<file path="src/rtl/f2_rr_sched_if.sv">
// Bundles the requester, F2-unit and response signals of f2_rr_sched.
// The slave modport is the scheduler's view; the master modport is the
// environment's view (requesters, F2 unit and result consumer).
interface f2_rr_sched_if #(
    parameter int WIDTH = 32,
    parameter int NREQ  = 4,
    parameter int CNTW  = 16
);
    localparam int IDW = (NREQ > 1) ? $clog2(NREQ) : 1;

    logic [NREQ-1:0]       req_valid;
    logic [NREQ-1:0]       req_ready;
    logic [2*NREQ-1:0]     req_f;
    logic [WIDTH*NREQ-1:0] req_a;
    logic [WIDTH*NREQ-1:0] req_b;
    logic [1:0]            unit_f;
    logic [WIDTH-1:0]      unit_in0;
    logic [WIDTH-1:0]      unit_in2;
    logic [WIDTH-1:0]      unit_out;
    logic                  rsp_valid;
    logic                  rsp_ready;
    logic [WIDTH-1:0]      rsp_data;
    logic [IDW-1:0]        rsp_id;
    logic [CNTW-1:0]       issue_cnt;

    modport slave (
        input  req_valid, req_f, req_a, req_b, unit_out, rsp_ready,
        output req_ready, unit_f, unit_in0, unit_in2, rsp_valid, rsp_data, rsp_id, issue_cnt
    );

    modport master (
        output req_valid, req_f, req_a, req_b, unit_out, rsp_ready,
        input  req_ready, unit_f, unit_in0, unit_in2, rsp_valid, rsp_data, rsp_id, issue_cnt
    );
endinterface

</file>
<file path="src/rtl/f2_rr_sched.sv">
// Round-robin share of one combinational F2 shift unit among NREQ requesters.
// Latency: 1 cycle from accept to rsp_valid; 1 op/cycle while rsp_ready is high.
// Backpressure: result held and all req_ready low while FULL and rsp_ready is low.
module f2_rr_sched #(
    parameter int WIDTH = 32,
    parameter int NREQ  = 4,
    parameter int CNTW  = 16
) (
    input  logic         clk,
    input  logic         rst_n,
    f2_rr_sched_if.slave bus
);
    localparam int IDW = (NREQ > 1) ? $clog2(NREQ) : 1;

    typedef enum logic {EMPTY = 1'b0, FULL = 1'b1} state_t;

    state_t           state_q, state_d;
    logic [IDW-1:0]   ptr_q, ptr_d;
    logic [IDW-1:0]   rsp_id_q, rsp_id_d;
    logic [WIDTH-1:0] rsp_data_q, rsp_data_d;
    logic [CNTW-1:0]  cnt_q, cnt_d;

    logic             gnt_vld;
    logic [IDW-1:0]   gnt_id;
    int               arb_idx;
    logic             rsp_vld;
    logic             can_issue;
    logic             issue;

    assign rsp_vld   = (state_q == FULL);
    assign can_issue = !rsp_vld || bus.rsp_ready;
    // Gated by rst_n so nothing is offered to requesters while reset is held.
    assign issue     = rst_n && can_issue && gnt_vld;

    // Search from ptr_q upward; scanning far-to-near lets the nearest valid requester win.
    always_comb begin
        gnt_vld = 1'b0;
        gnt_id  = '0;
        arb_idx = 0;
        for (int k = NREQ - 1; k >= 0; k--) begin
            arb_idx = int'(ptr_q) + k;
            if (arb_idx >= NREQ) begin
                arb_idx = arb_idx - NREQ;
            end
            if (bus.req_valid[arb_idx]) begin
                gnt_vld = 1'b1;
                gnt_id  = IDW'(arb_idx);
            end
        end
    end

    // Drive the granted requester's ready and operands; everything is zero without an issue.
    always_comb begin
        bus.req_ready = '0;
        bus.unit_f    = '0;
        bus.unit_in0  = '0;
        bus.unit_in2  = '0;
        if (issue) begin
            bus.req_ready[gnt_id] = 1'b1;
            bus.unit_f            = bus.req_f[2*gnt_id +: 2];
            bus.unit_in0          = bus.req_a[WIDTH*gnt_id +: WIDTH];
            bus.unit_in2          = bus.req_b[WIDTH*gnt_id +: WIDTH];
        end
    end

    // Next state: accept reloads the result (even while draining), drain alone empties it.
    always_comb begin
        state_d    = state_q;
        ptr_d      = ptr_q;
        rsp_id_d   = rsp_id_q;
        rsp_data_d = rsp_data_q;
        cnt_d      = cnt_q;
        if (issue) begin
            state_d    = FULL;
            rsp_data_d = bus.unit_out;
            rsp_id_d   = gnt_id;
            ptr_d      = (gnt_id == IDW'(NREQ - 1)) ? '0 : gnt_id + IDW'(1);
            if (cnt_q != {CNTW{1'b1}}) begin
                cnt_d = cnt_q + CNTW'(1);
            end
        end else if (rsp_vld && bus.rsp_ready) begin
            state_d = EMPTY;
        end
    end

    // State registers; reset drops any held result immediately.
    always_ff @(posedge clk or negedge rst_n) begin
        if (!rst_n) begin
            state_q    <= EMPTY;
            ptr_q      <= '0;
            rsp_id_q   <= '0;
            rsp_data_q <= '0;
            cnt_q      <= '0;
        end else begin
            state_q    <= state_d;
            ptr_q      <= ptr_d;
            rsp_id_q   <= rsp_id_d;
            rsp_data_q <= rsp_data_d;
            cnt_q      <= cnt_d;
        end
    end

    assign bus.rsp_valid = rsp_vld;
    assign bus.rsp_data  = rsp_data_q;
    assign bus.rsp_id    = rsp_id_q;
    assign bus.issue_cnt = cnt_q;
endmodule

</file>
<file path="src/flat_wrapper.sv">
// flat-port wrapper written by rule: the top's interface ports become plain ports
module f2_rr_sched_flat 
#(
    parameter int WIDTH = 32,
    parameter int NREQ  = 4,
    parameter int CNTW  = 16
)
  (clk, rst_n, bus_req_valid, bus_req_f, bus_req_a, bus_req_b, bus_unit_out, bus_rsp_ready, bus_req_ready, bus_unit_f, bus_unit_in0, bus_unit_in2, bus_rsp_valid, bus_rsp_data, bus_rsp_id, bus_issue_cnt);
  f2_rr_sched_if #(.WIDTH(WIDTH), .NREQ(NREQ), .CNTW(CNTW)) bus_i ();
  input  logic clk;
  input  logic rst_n;
  input wire logic [$bits(bus_i.req_valid)-1:0] bus_req_valid;
  input wire logic [$bits(bus_i.req_f)-1:0] bus_req_f;
  input wire logic [$bits(bus_i.req_a)-1:0] bus_req_a;
  input wire logic [$bits(bus_i.req_b)-1:0] bus_req_b;
  input wire logic [$bits(bus_i.unit_out)-1:0] bus_unit_out;
  input wire logic [$bits(bus_i.rsp_ready)-1:0] bus_rsp_ready;
  output wire logic [$bits(bus_i.req_ready)-1:0] bus_req_ready;
  output wire logic [$bits(bus_i.unit_f)-1:0] bus_unit_f;
  output wire logic [$bits(bus_i.unit_in0)-1:0] bus_unit_in0;
  output wire logic [$bits(bus_i.unit_in2)-1:0] bus_unit_in2;
  output wire logic [$bits(bus_i.rsp_valid)-1:0] bus_rsp_valid;
  output wire logic [$bits(bus_i.rsp_data)-1:0] bus_rsp_data;
  output wire logic [$bits(bus_i.rsp_id)-1:0] bus_rsp_id;
  output wire logic [$bits(bus_i.issue_cnt)-1:0] bus_issue_cnt;
  assign bus_i.req_valid = bus_req_valid;
  assign bus_i.req_f = bus_req_f;
  assign bus_i.req_a = bus_req_a;
  assign bus_i.req_b = bus_req_b;
  assign bus_i.unit_out = bus_unit_out;
  assign bus_i.rsp_ready = bus_rsp_ready;
  assign bus_req_ready = bus_i.req_ready;
  assign bus_unit_f = bus_i.unit_f;
  assign bus_unit_in0 = bus_i.unit_in0;
  assign bus_unit_in2 = bus_i.unit_in2;
  assign bus_rsp_valid = bus_i.rsp_valid;
  assign bus_rsp_data = bus_i.rsp_data;
  assign bus_rsp_id = bus_i.rsp_id;
  assign bus_issue_cnt = bus_i.issue_cnt;
  f2_rr_sched #(.WIDTH(WIDTH), .NREQ(NREQ), .CNTW(CNTW)) u_core (.clk(clk), .rst_n(rst_n), .bus(bus_i));
endmodule
</file>
<file path="config.mk">
export PLATFORM = sky130hd
export DESIGN_NAME = f2_rr_sched_flat
export DESIGN_NICKNAME = d
export VERILOG_FILES = /design/src/rtl/f2_rr_sched_if.sv /design/src/rtl/f2_rr_sched.sv /design/src/flat_wrapper.sv
export SDC_FILE = /design/constraint.sdc
export NUM_CORES = 1
export LEC_CHECK = 0
export CORE_AREA = 4 4 163 165
export CTS_CLUSTER_SIZE = 20
export DETAILED_ROUTE_END_ITERATION = 8
export DIE_AREA = 0 0 167 169
export DONT_BUFFER_PORTS = 1
export PLACE_DENSITY = 0.37
export REMOVE_ABC_BUFFERS = 1
export SLEW_MARGIN = 20
export SYNTH_ARGS = -nofsm -noshare
export SYNTH_HDL_FRONTEND = slang
export SYNTH_SLANG_ARGS = --single-unit
</file>
<file path="constraint.sdc">
create_clock -name clk -period 2.1 [get_ports clk]
set_input_delay 0.105 -clock clk [delete_from_list [all_inputs] [get_ports clk]]
set_output_delay 0.105 -clock clk [all_outputs]
set_load 0.05 [all_outputs]
</file>
Word-level counts from Yosys, hierarchy flattened
Index checks and enable logic that the tools add are counted.
{ "totals": {"reg_bits": 53, "input_bits": 303, "output_inout_bits": 121, "elab_cells": 70} }
{ "classes": {"n_addsub": 9, "n_lt_le_gt_ge": 10, "n_eq_ne": 2, "shift": 3, "muxes": 33, "reduce_logical": 8} }
{ "ops": {"columns": ["cell", "count"], "rows": [
  ["128-bit by 8-bit indexed part select with 32-bit output", 2],
  ["32-bit 2-to-1 mux", 6],
  ["32-bit by 4-bit < comparator with 1-bit output (second input constant)", 4],
  ["32-bit by 4-bit >= comparator with 1-bit output (second input constant)", 3],
  ["32-bit by 4-bit subtractor with 32-bit output (second input constant)", 3],
  ["16-bit by 1-bit adder with 16-bit output (second input constant)", 1],
  ["16-bit != test (second input constant)", 1],
  ["1-bit 2-to-1 mux", 15],
  ["2-bit 2-to-1 mux", 6],
  ["1-bit binary-select mux with 2-bit select", 4],
  ["8-bit by 4-bit indexed part select with 2-bit output", 1],
  ["2-bit by 2-bit adder with 3-bit output (second input constant)", 2],
  ["1-bit logical AND", 4],
  ["4-bit 2-to-1 mux", 1],
  ["2-bit by 3-bit subtractor with 4-bit output (second input constant)", 1],
  ["2-bit by 1-bit adder with 3-bit output (second input constant)", 1],
  ["2-bit by 3-bit >= comparator with 1-bit output (second input constant)", 1],
  ["2-bit by 3-bit < comparator with 1-bit output (second input constant)", 1],
  ["2-bit by 1-bit adder with 2-bit output (second input constant)", 1],
  ["1-bit demux with 2-bit select", 1],
  ["2-bit == test (second input constant)", 1],
  ["2-bit by 1-bit >= comparator with 1-bit output (second input constant)", 1],
  ["2-bit AND reduction", 1],
  ["2-bit nonzero test", 1],
  ["other kinds (2)", 2]
]} }

Logic depth before layout (Yosys ltp)
Gate-level depths: netlist of run 1.
{ "logic_depth": {"ltp_word": 15, "ltp_mapped": 9, "depth_no_buf": 6} }

Worst setup path after synthesis of run 1
No wires, ideal clock.
{ "synth_timing": {"path_kind": "register to output", "start": "register u_core.state_q, in the netlist u_core.bus.rsp_valid", "end": "output port bus_unit_in0[22]", "arrival_time_ns": 2.183, "required_ns": 1.995, "path_slack_ns": -0.188, "path_stages_with_launch": 8, "n_path_buf": 3, "path_cell_list": "dfrtp_1 nand2b_1 nor2b_1 buf_2 nand2_1 buf_4 buf_6 o22ai_1"} }
{ "synth_between": {"elab_chain_cells": 5} }
{ "synth_rtl": {"columns": ["item", "line", "source"], "rows": [
  ["from (decl)", "f2_rr_sched.sv:17", "state_t state_q, state_d;"],
  ["from (signal assigned)", "f2_rr_sched.sv:95", "state_q <= state_d;"],
  ["1-bit logical NOT", "f2_rr_sched.sv:31", "assign can_issue = !rsp_vld || bus.rsp_ready;"],
  ["1-bit logical OR", "f2_rr_sched.sv:31", null],
  ["1-bit logical AND (2 in series)", "f2_rr_sched.sv:33", "assign issue = rst_n && can_issue && gnt_vld;"],
  ["32-bit 2-to-1 mux", "f2_rr_sched.sv:58", "if (issue) begin"],
  ["to (decl)", "flat_wrapper.sv:20", "output wire logic [$bits(bus_i.unit_in0)-1:0] bus_unit_in0;"]
]} }
No other way between the ends.

Worst setup path after layout of run 1
{ "layout_timing": {"start": "register u_core.ptr_q[1]", "end": "output port bus_unit_in2[18]"} }
{ "layout_between": {"elab_chain_cells": 12, "elab_cells_between_ends": 38, "classes_between": "add/sub (7); order compare (4); shift (1); mux (25); reduce/logical (1)"} }
{ "layout_rtl": {"columns": ["item", "line", "source"], "rows": [
  ["from (decl)", "f2_rr_sched.sv:18", "logic [IDW-1:0] ptr_q, ptr_d;"],
  ["from (signal assigned)", "f2_rr_sched.sv:96", "ptr_q <= ptr_d;"],
  ["2-bit by 2-bit adder with 3-bit output", "f2_rr_sched.sv:41", "arb_idx = int'(ptr_q) + k;"],
  ["32-bit by 4-bit subtractor with 32-bit output or 32-bit by 4-bit >= comparator with 1-bit output (tied branches)", "f2_rr_sched.sv:43, f2_rr_sched.sv:42", null],
  ["32-bit 2-to-1 mux", "f2_rr_sched.sv:42", "if (arb_idx >= NREQ) begin"],
  ["1-bit binary-select mux with 2-bit select", "f2_rr_sched.sv:45", "if (bus.req_valid[arb_idx]) begin"],
  ["1-bit 2-to-1 mux (implied by the code) (2 in series)", "f2_rr_sched.sv:45", null],
  ["2-bit 2-to-1 mux or 1-bit 2-to-1 mux (tied branches) (4 in series)", "f2_rr_sched.sv:45", null],
  ["128-bit by 8-bit indexed part select with 32-bit output or 1-bit logical AND (tied branches)", "f2_rr_sched.sv:62, f2_rr_sched.sv:33", null],
  ["32-bit 2-to-1 mux (*)", "f2_rr_sched.sv:58", null],
  ["to (decl)", "flat_wrapper.sv:21", "output wire logic [$bits(bus_i.unit_in2)-1:0] bus_unit_in2;"]
]} }
Every way passes the cells marked *; elsewhere a longest branch is shown, timed or not. The select of a mux whose other input is x is not followed.

==> metrics.log, run 1 <==
INFO  metric run_status = finished, violations left
INFO  metric failed_checks = setup timing
INFO  metric number_of_max_capacitance_violations_reported = 0
INFO  metric gp_routability_congestion = 1.018
INFO  metric p_leak = 3.297 nW
INFO  metric fill_cells = 2638
INFO  metric placeable_core_region = between 0.02 and 0.03 mm²
INFO  metric critical_path_peak_fanout = 7
INFO  metric floorplan.rows = 58
INFO  metric synth_top_area_cell = mux2i_1
INFO  metric final_nets = approximately 940
INFO  metric power_per_cell_area = about 1100 mW/mm²
INFO  metric drt-total-wl = ~25000 µm
INFO  metric global_route.overflow_total = 0
INFO  metric routed-via-count = 4500
INFO  metric ctsRootBufferMaster = clkbuf_16
INFO  metric hold_path_class = in2reg
INFO  metric cp-end-kind = primary output
INFO  metric fp.dieArea = 0.02822 mm²
INFO  metric antenna_found_initial = 9
INFO  metric crit-reg2reg-launch = u_core.bus.rsp_valid
INFO  metric worstRegToRegCells = 6
INFO  metric post-route-drc-count = 0
INFO  metric finish.cell_count_without_fillers = roughly 970
INFO  metric vdd_drop_max = ~490 µV
INFO  metric min_from = bus_rsp_ready
INFO  metric mappedNetlistArea = 0.004312 mm²
INFO  metric rr_endpoint = u_core.bus.issue_cnt[15]
INFO  metric rsz0062_at_grt = yes
INFO  metric cts.path.max_buffers = 2
INFO  metric postSynthAreaPerCell = about 9.0 µm²
INFO  metric hold_viol_final = 0
INFO  metric timing.setup.critical_path_class = reg2out
INFO  metric detail_route.vias_per_cell = 4.625
INFO  metric drive_gt1_frac = 0.3685
INFO  metric drtIter0Drc = roughly 240
INFO  metric grt_start_max_net_pins = 54
INFO  metric global_route_wire_length_before_repair = between 30000 and 40000 µm
INFO  metric cts.reportedPaths.clkPinSlew = roughly 0.070 ns
INFO  metric synth_largest_type_area_fraction = 0.3111
INFO  metric cp.arrival = 2.19 ns
INFO  metric netlist_top_cells_area = mux2i_1, dfrtp_1, nand2_1, o22ai_1, buf_6
INFO  metric ys_ff_latch = between 50 and 60
INFO  metric reg2reg_setup_slack = ~0.29 ns
INFO  metric clock-skew-final = 0.004330 ns
INFO  metric insertion_delay = ~0.29 ns
INFO  metric maxClockFrequency = approximately 0.44 GHz
INFO  metric synthToLayoutAreaGrowth = 70.05%
INFO  metric timing.setup.tns = -7.914 ns
INFO  metric placed_cells = between 800 and 900
INFO  metric synth_enable_flop_cells = 0
INFO  metric groute.layer.met2.usage = 0.2600
INFO  metric tritoncts_num_sinks = between 50 and 60
INFO  metric timing.final.crit_period = between 2 and 2.5 ns
INFO  metric tightest_slew = ~0.56 ns
INFO  metric cts_tree = done
INFO  metric globalRouteMet3Util = 0.06562
INFO  metric critical_path_required = 2.00 ns
INFO  metric final_critical_path_setup_slack = -0.1911 ns
INFO  metric ys_async_sr_fraction = 1.000
INFO  metric synth_commonest_cells = mux2i_1, nand2_1, o22ai_1, dfrtp_1, buf_2
INFO  metric pin_count = ~420
INFO  metric floorplan.initialDensity = 0.1722
INFO  metric die_x = 167 µm
INFO  metric synth.distinct_cells = 36
INFO  metric setup-violations-final = 68
INFO  metric synth-warning-count = 0
INFO  metric postSynth.topFlopCell = dfrtp_1
INFO  metric busiest_layer = met2
INFO  metric gr-usage-all-layers = 0.1578
INFO  metric postLayoutCellArea = 0.007332 mm²
INFO  metric crit_end = bus_unit_in2[18]
INFO  metric synth_seq_area_share = 0.3076
INFO  metric numCtsBuffers = 5
INFO  metric instance_count_of_the_mapped_netlist = around 480
INFO  metric cp-start-kind = flip-flop
INFO  metric final_max_slew_viol_count = 0
INFO  metric drt-pass1-iter-count = 4
INFO  metric detailed_place_hpwl = ~19000 µm
INFO  metric timing.critical_path.from = u_core.ptr_q[1]
INFO  metric gr-usage-met1 = 0.1760
INFO  metric avgRoutedWirePerCell = ~25 µm
INFO  metric totalPowerFinal = 0.007852 W
INFO  metric vias_in_the_first_global_route = 4607
INFO  metric cts-htree-levels = 2
INFO  metric place.port_buffers = 0
INFO  metric yosysMostFrequentCell = mux2i_1
INFO  metric ant_nets = 0
INFO  metric slew_headroom = 0.6283
INFO  metric post-route-period-util = 1.091
INFO  metric chipHeight = 169 µm
INFO  metric placed_cell_area = between 0.005 and 0.006 mm²
-- metrics by stage --
| stage | hold slack (ns) | util | worst slack [ns] |
|---|---|---|---|
| finish | 0.06475 | 0.2929 | -0.1911 |
| global route | 0.05399 | 0.2925 | -0.2792 |
| CTS | 0.05343 | 0.2730 | -0.2235 |
| detailed placement | -0.1890 | 0.2189 | -0.06168 |
| global placement | -0.1888 | 0.2189 | -0.007812 |
| floorplan | -0.1906 | - | -9.978 |
-- timing repair --
action                     4_1_cts  5_1_grt
buffers inserted                 9       14
hold endpoints to repair        86        0
pin swaps                        8       20
gates cloned                    11        2
setup endpoints to repair       70       70
hold buffers                    36        0
resized for setup               93       67
-- worst max-delay path, cell delays in order, from the launching register on --
cell       delay (ns)
dfrtp_2          0.45
nand2_2          0.08
nand3b_1         0.13
a2bb2oi_4        0.21
buf_6            0.14
buf_12           0.11
buf_16           0.14
buf_8            0.12
mux2i_1          0.21
o22ai_1          0.10
buf_4            0.20
-- worst min-delay path by stage --
stage,to,cells after the start
2_1_floorplan,u_core.bus.issue_cnt[0],0
3_3_place_gp,u_core.bus.rsp_data[23],0
3_5_place_dp,u_core.bus.rsp_data[20],0
4_1_cts,u_core.bus.rsp_valid,2
5_1_grt,u_core.bus.rsp_valid,2
6_report,u_core.bus.rsp_valid,2
-- state kept, by name, indices dropped and copies added, names as in the netlist --
signal,cells
u_core.bus.issue_cnt,16
u_core.bus.rsp_id,2
u_core.ptr_q,2
u_core.bus.rsp_valid,1
u_core.bus.rsp_data,32
-- where the power goes --
group | leakage [nW] | switching, W | internal (W)
Combinational | 2.58 | 0.00290 | 0.00239
Sequential | 0.653 | 0.000527 | 0.00120
Clock | 0.0690 | 0.000362 | 0.000468
Total | 3.30 | 0.00379 | 0.00406
-- metal layers --
metal / vias up / part of all wire
li1: 2059 / -
met1: 2165 / 0.36
met2: 230 / 0.49
met3: 44 / 0.096
met4: 2 / 0.049
met5: - / 0.00053
-- cell usage in the layout (no fill, tap or decap), drive strengths merged, types with 3 or more instances in the layout --
master / netlist / routed
o22ai: 66 / 66
inv: 5 / 5
dlygate4sd3: 0 / 34
mux2i: 134 / 134
and2: 6 / 6
buf: 33 / 149
nand2: 111 / 111
a21oi: 9 / 9
ha: 5 / 5
nor2: 9 / 9
mux2: 3 / 3
and3: 3 / 3
xor2: 7 / 7
nand4: 6 / 6
nand3: 4 / 4
dfrtp: 53 / 53
clkbuf: 5 / 8
diode: 0 / 8
nor3: 5 / 5
-- cell type report --
type / count / area (µm²) / area share
Multi-Input combinational cell: 383 / 3227 / 0.4401
Clock inverter: 1 / 7.507 / 0.001024
Timing Repair Buffer: 187 / 2175 / 0.2966
Inverter: 5 / 23.77 / 0.003242
Antenna cell: 8 / 20.02 / 0.002730
Tap cell: 330 / 412.9 / 0.05631
Sequential cell: 53 / 1328 / 0.1811
Clock buffer: 6 / 138.9 / 0.01894
-- kinds of logic after synthesis --
family / after synthesis / share of synthesized area
buf+inv: 43 / 0.06878
fa+ha+maj: 5 / 0.01451
compound gates: 80 / 0.1164
flops: 53 / 0.3076
simple gates: 153 / 0.1576
mux: 137 / 0.3189
xor+xnor: 8 / 0.01625
Power figures use the tool's default switching activity.
==> run 2, diff against run 1 <==
- ABC_AREA: unset -> 1
- CORE_AREA: 4 4 163 165 -> 4 4 164 166
- DIE_AREA: 0 0 167 169 -> 0 0 168 170
- PLACE_DENSITY: 0.37 -> 0.43
==> metrics.log, run 2 <==
INFO  metric grt_start_max_net_pins = 54 (unchanged)
INFO  metric reg2reg_setup_slack = 0.03 ns (was 0.29 ns)
INFO  metric number_of_max_capacitance_violations_reported = 0 (unchanged)
INFO  metric vias_in_the_first_global_route = 7158 (was 4607)
INFO  metric placed_cell_area = 0.007516 mm² (was 0.005480 mm²)
INFO  metric drt-total-wl = 28530 µm (was 24690 µm)
INFO  metric fp.dieArea = 0.02856 mm² (was 0.02822 mm²)
INFO  metric instance_count_of_the_mapped_netlist = 1031 (was 479)
INFO  metric final_max_slew_viol_count = 0 (unchanged)
INFO  metric hold_viol_final = 0 (unchanged)
INFO  metric tightest_slew = 0.5227 ns (was 0.5576 ns)
INFO  metric cts.reportedPaths.clkPinSlew = 0.07 ns (about the same)
INFO  metric place.port_buffers = 0 (unchanged)
INFO  metric floorplan.rows = 59 (was 58)
INFO  metric cpMaxStageDelayCell = dfrtp_2 (unchanged)
INFO  metric synth_seq_area_share = 0.2261 (was 0.3076)
INFO  metric floorplan.initialDensity = 0.2290 (was 0.1722)
INFO  metric drtIter0Drc = 506 (was 238)
INFO  metric chipHeight = 170 µm (was 169 µm)
INFO  metric drive_gt1_frac = 0.2381 (was 0.3685)
INFO  metric cts_tree = done (unchanged)
INFO  metric crit_end = bus_unit_in2[2] (was bus_unit_in2[18])
INFO  metric drt-pass1-iter-count = 5 (was 4)
INFO  metric synth_largest_type_area_fraction = 0.2261 (was 0.3111)
INFO  metric largest_reg_flops = 32 (unchanged)
INFO  metric gr-usage-met1 = 0.2088 (was 0.1760)
INFO  metric failed_checks = setup timing (unchanged)
INFO  metric rsz0062_at_grt = yes (unchanged)
INFO  metric ys_ff_latch = 53 (unchanged)
INFO  metric timing.setup.critical_path_class = reg2out (unchanged)
INFO  metric synth.distinct_cells = 28 (was 36)
INFO  metric critical_path_peak_fanout = 19 (was 7)
INFO  metric sequential_cell_area = 0.001328 mm² (unchanged)
INFO  metric postSynthAreaPerCell = 5.689 µm² (was 9.001 µm²)
INFO  metric crit-reg2reg-launch = u_core.ptr_q[0] (was u_core.bus.rsp_valid)
INFO  metric ctsRootBufferMaster = clkbuf_16 (unchanged)
INFO  metric worstRegToRegCells = 12 (was 6)
INFO  metric critical-path-max-stage-delay = 0.46 ns (was 0.45 ns)
INFO  metric layout_common_cells = nand2_1, inv_1, nand3_1 (was nand2_1, mux2i_1, buf_4)
INFO  metric postSynth.topFlopCell = dfrtp_1 (unchanged)
INFO  metric busiest_layer = met2 (unchanged)
INFO  metric cts-htree-levels = 2 (unchanged)
INFO  metric slew_headroom = 0.6516 (was 0.6283)
INFO  metric multiInputGateArea = 0.003680 mm² (was 0.003227 mm²)
INFO  metric post-route-drc-count = 0 (unchanged)
INFO  metric netlist_top_cells_area = dfrtp_1, nand2_1, nand3_1, inv_1, nand3b_1 (was mux2i_1, dfrtp_1, nand2_1, o22ai_1, buf_6)
INFO  metric rr_endpoint = u_core.bus.issue_cnt[15] (unchanged)
INFO  metric synth_enable_flop_cells = 0 (unchanged)
INFO  metric synth-warning-count = 0 (unchanged)
INFO  metric routed-via-count = 7331 (was 4500)
INFO  metric ys_async_sr_fraction = 1.000 (unchanged)
INFO  metric cp-end-kind = primary output (unchanged)
INFO  metric final_util = 0.3449 (was 0.2929)
INFO  metric fill_cells = 2822 (was 2638)
INFO  metric detail_route.vias_per_cell = 4.788 (was 4.625)
INFO  metric avgRoutedWirePerCell = 18.63 µm (was 25.37 µm)
INFO  metric placeable_core_region = 0.02562 mm² (was 0.02504 mm²)
INFO  metric hold_path_class = in2reg (unchanged)
INFO  metric detailed_place_hpwl = 21890 µm (was 19440 µm)
INFO  metric synth_commonest_cells = nand2_1, inv_1, nand3_1, nand3b_1, a21oi_1 (was mux2i_1, nand2_1, o22ai_1, dfrtp_1, buf_2)
INFO  metric die_x = 168 µm (was 167 µm)
INFO  metric run_status = finished, violations left (unchanged)
INFO  metric cp-start-kind = flip-flop (unchanged)
INFO  metric gp_routability_congestion = 0.9533 (was 1.018)
INFO  metric clock-skew-final = 0.005968 ns (was 0.004330 ns)
INFO  metric numCtsBuffers = 5 (unchanged)
INFO  metric crit_path_cell_trace = inv_4, nand2_1, nand2_2, nand2_2, nand2_4, nand2_4, nand3_4, nand2_8, buf_12, buf_4, nand2_1, nand3_1, a21oi_2, buf_6 (was nand2_2, nand3b_1, a2bb2oi_4, buf_6, buf_12, buf_16, buf_8, mux2i_1, o22ai_1, buf_4)
INFO  metric synthToLayoutAreaGrowth = 50.62% (was 70.05%)
INFO  metric mostFrequentLayoutCell = nand2_1 (unchanged)
INFO  metric ant_nets = 0 (unchanged)
INFO  metric post-route-period-util = 1.179 (was 1.091)
INFO  metric global_route.overflow_total = 0 (unchanged)
INFO  metric timing.final.crit_period = 2.476 ns (was 2.291 ns)
INFO  metric timing.critical_path.from = u_core.ptr_q[0] (was u_core.ptr_q[1])
INFO  metric global_route_wire_length_before_repair = 40230 µm (was 32600 µm)
INFO  metric final_critical_path_setup_slack = -0.3758 ns (was -0.1911 ns)
INFO  metric gr-usage-all-layers = 0.1751 (was 0.1578)
INFO  metric globalRouteMet3Util = 0.04739 (was 0.06562)
INFO  metric cts.path.max_buffers = 2 (unchanged)
INFO  metric synth_top_area_cell = dfrtp_1 (was mux2i_1)
INFO  metric final_nets = 1501 (was 943)
INFO  metric yosysMostFrequentCell = nand2_1 (was mux2i_1)
INFO  metric groute.layer.met2.usage = 0.3141 (was 0.2600)
INFO  metric antenna_found_initial = 5 (was 9)
INFO  metric cp.arrival = 2.37 ns (was 2.19 ns)
INFO  metric setup-violations-final = 70 (was 68)
INFO  metric mappedNetlistArea = 0.005866 mm² (was 0.004312 mm²)
INFO  metric maxClockFrequency = 0.4039 GHz (was 0.4365 GHz)
INFO  metric pin_count = 424 (unchanged)
INFO  metric critical_path_required = 2.00 ns (about the same)
INFO  metric postLayoutCellArea = 0.008835 mm² (was 0.007332 mm²)
INFO  metric insertion_delay = 0.29 ns (about the same)
INFO  metric tritoncts_num_sinks = 53 (unchanged)
[run 2: changes by cell type in the layout (fill, tap and decap cells not counted), moves of 14 or more]
cell	previous run	this run
inv_1	3	217
nand3_1	4	196
mux2i_4	16	0
a21oi_1	7	21
o22ai_1	47	0
a21oi_2	2	45
buf_4	80	103
nand3b_1	1	67
mux2i_1	104	0
mux2i_2	14	0
nand2_1	108	276
buf_6	32	61
[run 2: worst min-delay path by stage]
stage	startpoint	endpoint	slack, ns	cells after the start
after CTS	rst_n	u_core.bus.rsp_data[17]	0.30	5
after global placement	rst_n	u_core.bus.rsp_data[10]	-0.19	0
final	rst_n	u_core.bus.rsp_data[17]	0.30	5
after floorplan	rst_n	u_core.bus.issue_cnt[0]	-0.19	0
after global routing	rst_n	u_core.bus.rsp_data[4]	0.34	5
after detailed placement	rst_n	u_core.bus.rsp_data[10]	-0.19	0
[run 2: per-stage QoR]
step / TNS (ns) / hold WS [ns] / cells / setup WS, ns
global placement: -1.982 / -0.1889 / 1469 / -0.1051
global route: -35.15 / 0.3438 / 1528 / -0.5260
finish: -23.54 / 0.3024 / 1531 / -0.3758
floorplan: -155.65 / -0.1906 / 960 / -1.697
detailed placement: -4.251 / -0.1891 / 1469 / -0.1206
CTS: -23.03 / 0.3012 / 1514 / -0.3820
[run 2: layout make-up]
cell class,count,share of cell area
multi-input cells,686,0.4165
repair buffers,226,0.2721
flip-flops and latches,53,0.1503
inverters,221,0.09475
well taps,335,0.04744
clock buffers,5,0.01416
clock inverters,2,0.003965
diodes,3,0.0008497
[run 2: worst max-delay path: cells and delay by family, from the launching register on]
| family | cells | cell delay, ns |
|---|---|---|
| flip-flops | 1 | 0.46 |
| AND/OR/NAND/NOR | 9 | 0.81 |
| buffers and inverters | 4 | 0.60 |
| AO/OA/AOI/OAI | 1 | 0.18 |
[run 2: metal layers]
layer	routed length [µm]	up-vias
li1	-	3505
met1	10890	3416
met2	14630	361
met3	2471	45
met4	516	4
met5	27	-
[run 2: kinds of logic (layout without fill, tap and decap cells)]
| family | Yosys count | count (layout) | share of synthesized area |
|---|---|---|---|
| AO/OA/AOI/OAI | 75 | 75 | 0.06677 |
| buffers and inverters | 292 | 454 | 0.2003 |
| other | 0 | 3 | 0 |
| adder cells (fa/ha/maj) | 5 | 5 | 0.01067 |
| flip-flops | 53 | 53 | 0.2261 |
| XOR/XNOR | 13 | 13 | 0.01941 |
| AND/OR/NAND/NOR | 593 | 593 | 0.4767 |
[run 2: repair_timing]
action                     4_1_cts  5_1_grt
gates resized for setup         34      110
hold endpoints to repair        86        0
hold buffers                    35        0
gates cloned                     0        5
pin swaps                        0       24
setup endpoints to repair       71       78
setup buffers                    3        9
Power of run 2 is left out: the tool's default activity adds up to more than one toggle a clock period on the data nets, which glitch-free logic cannot reach.
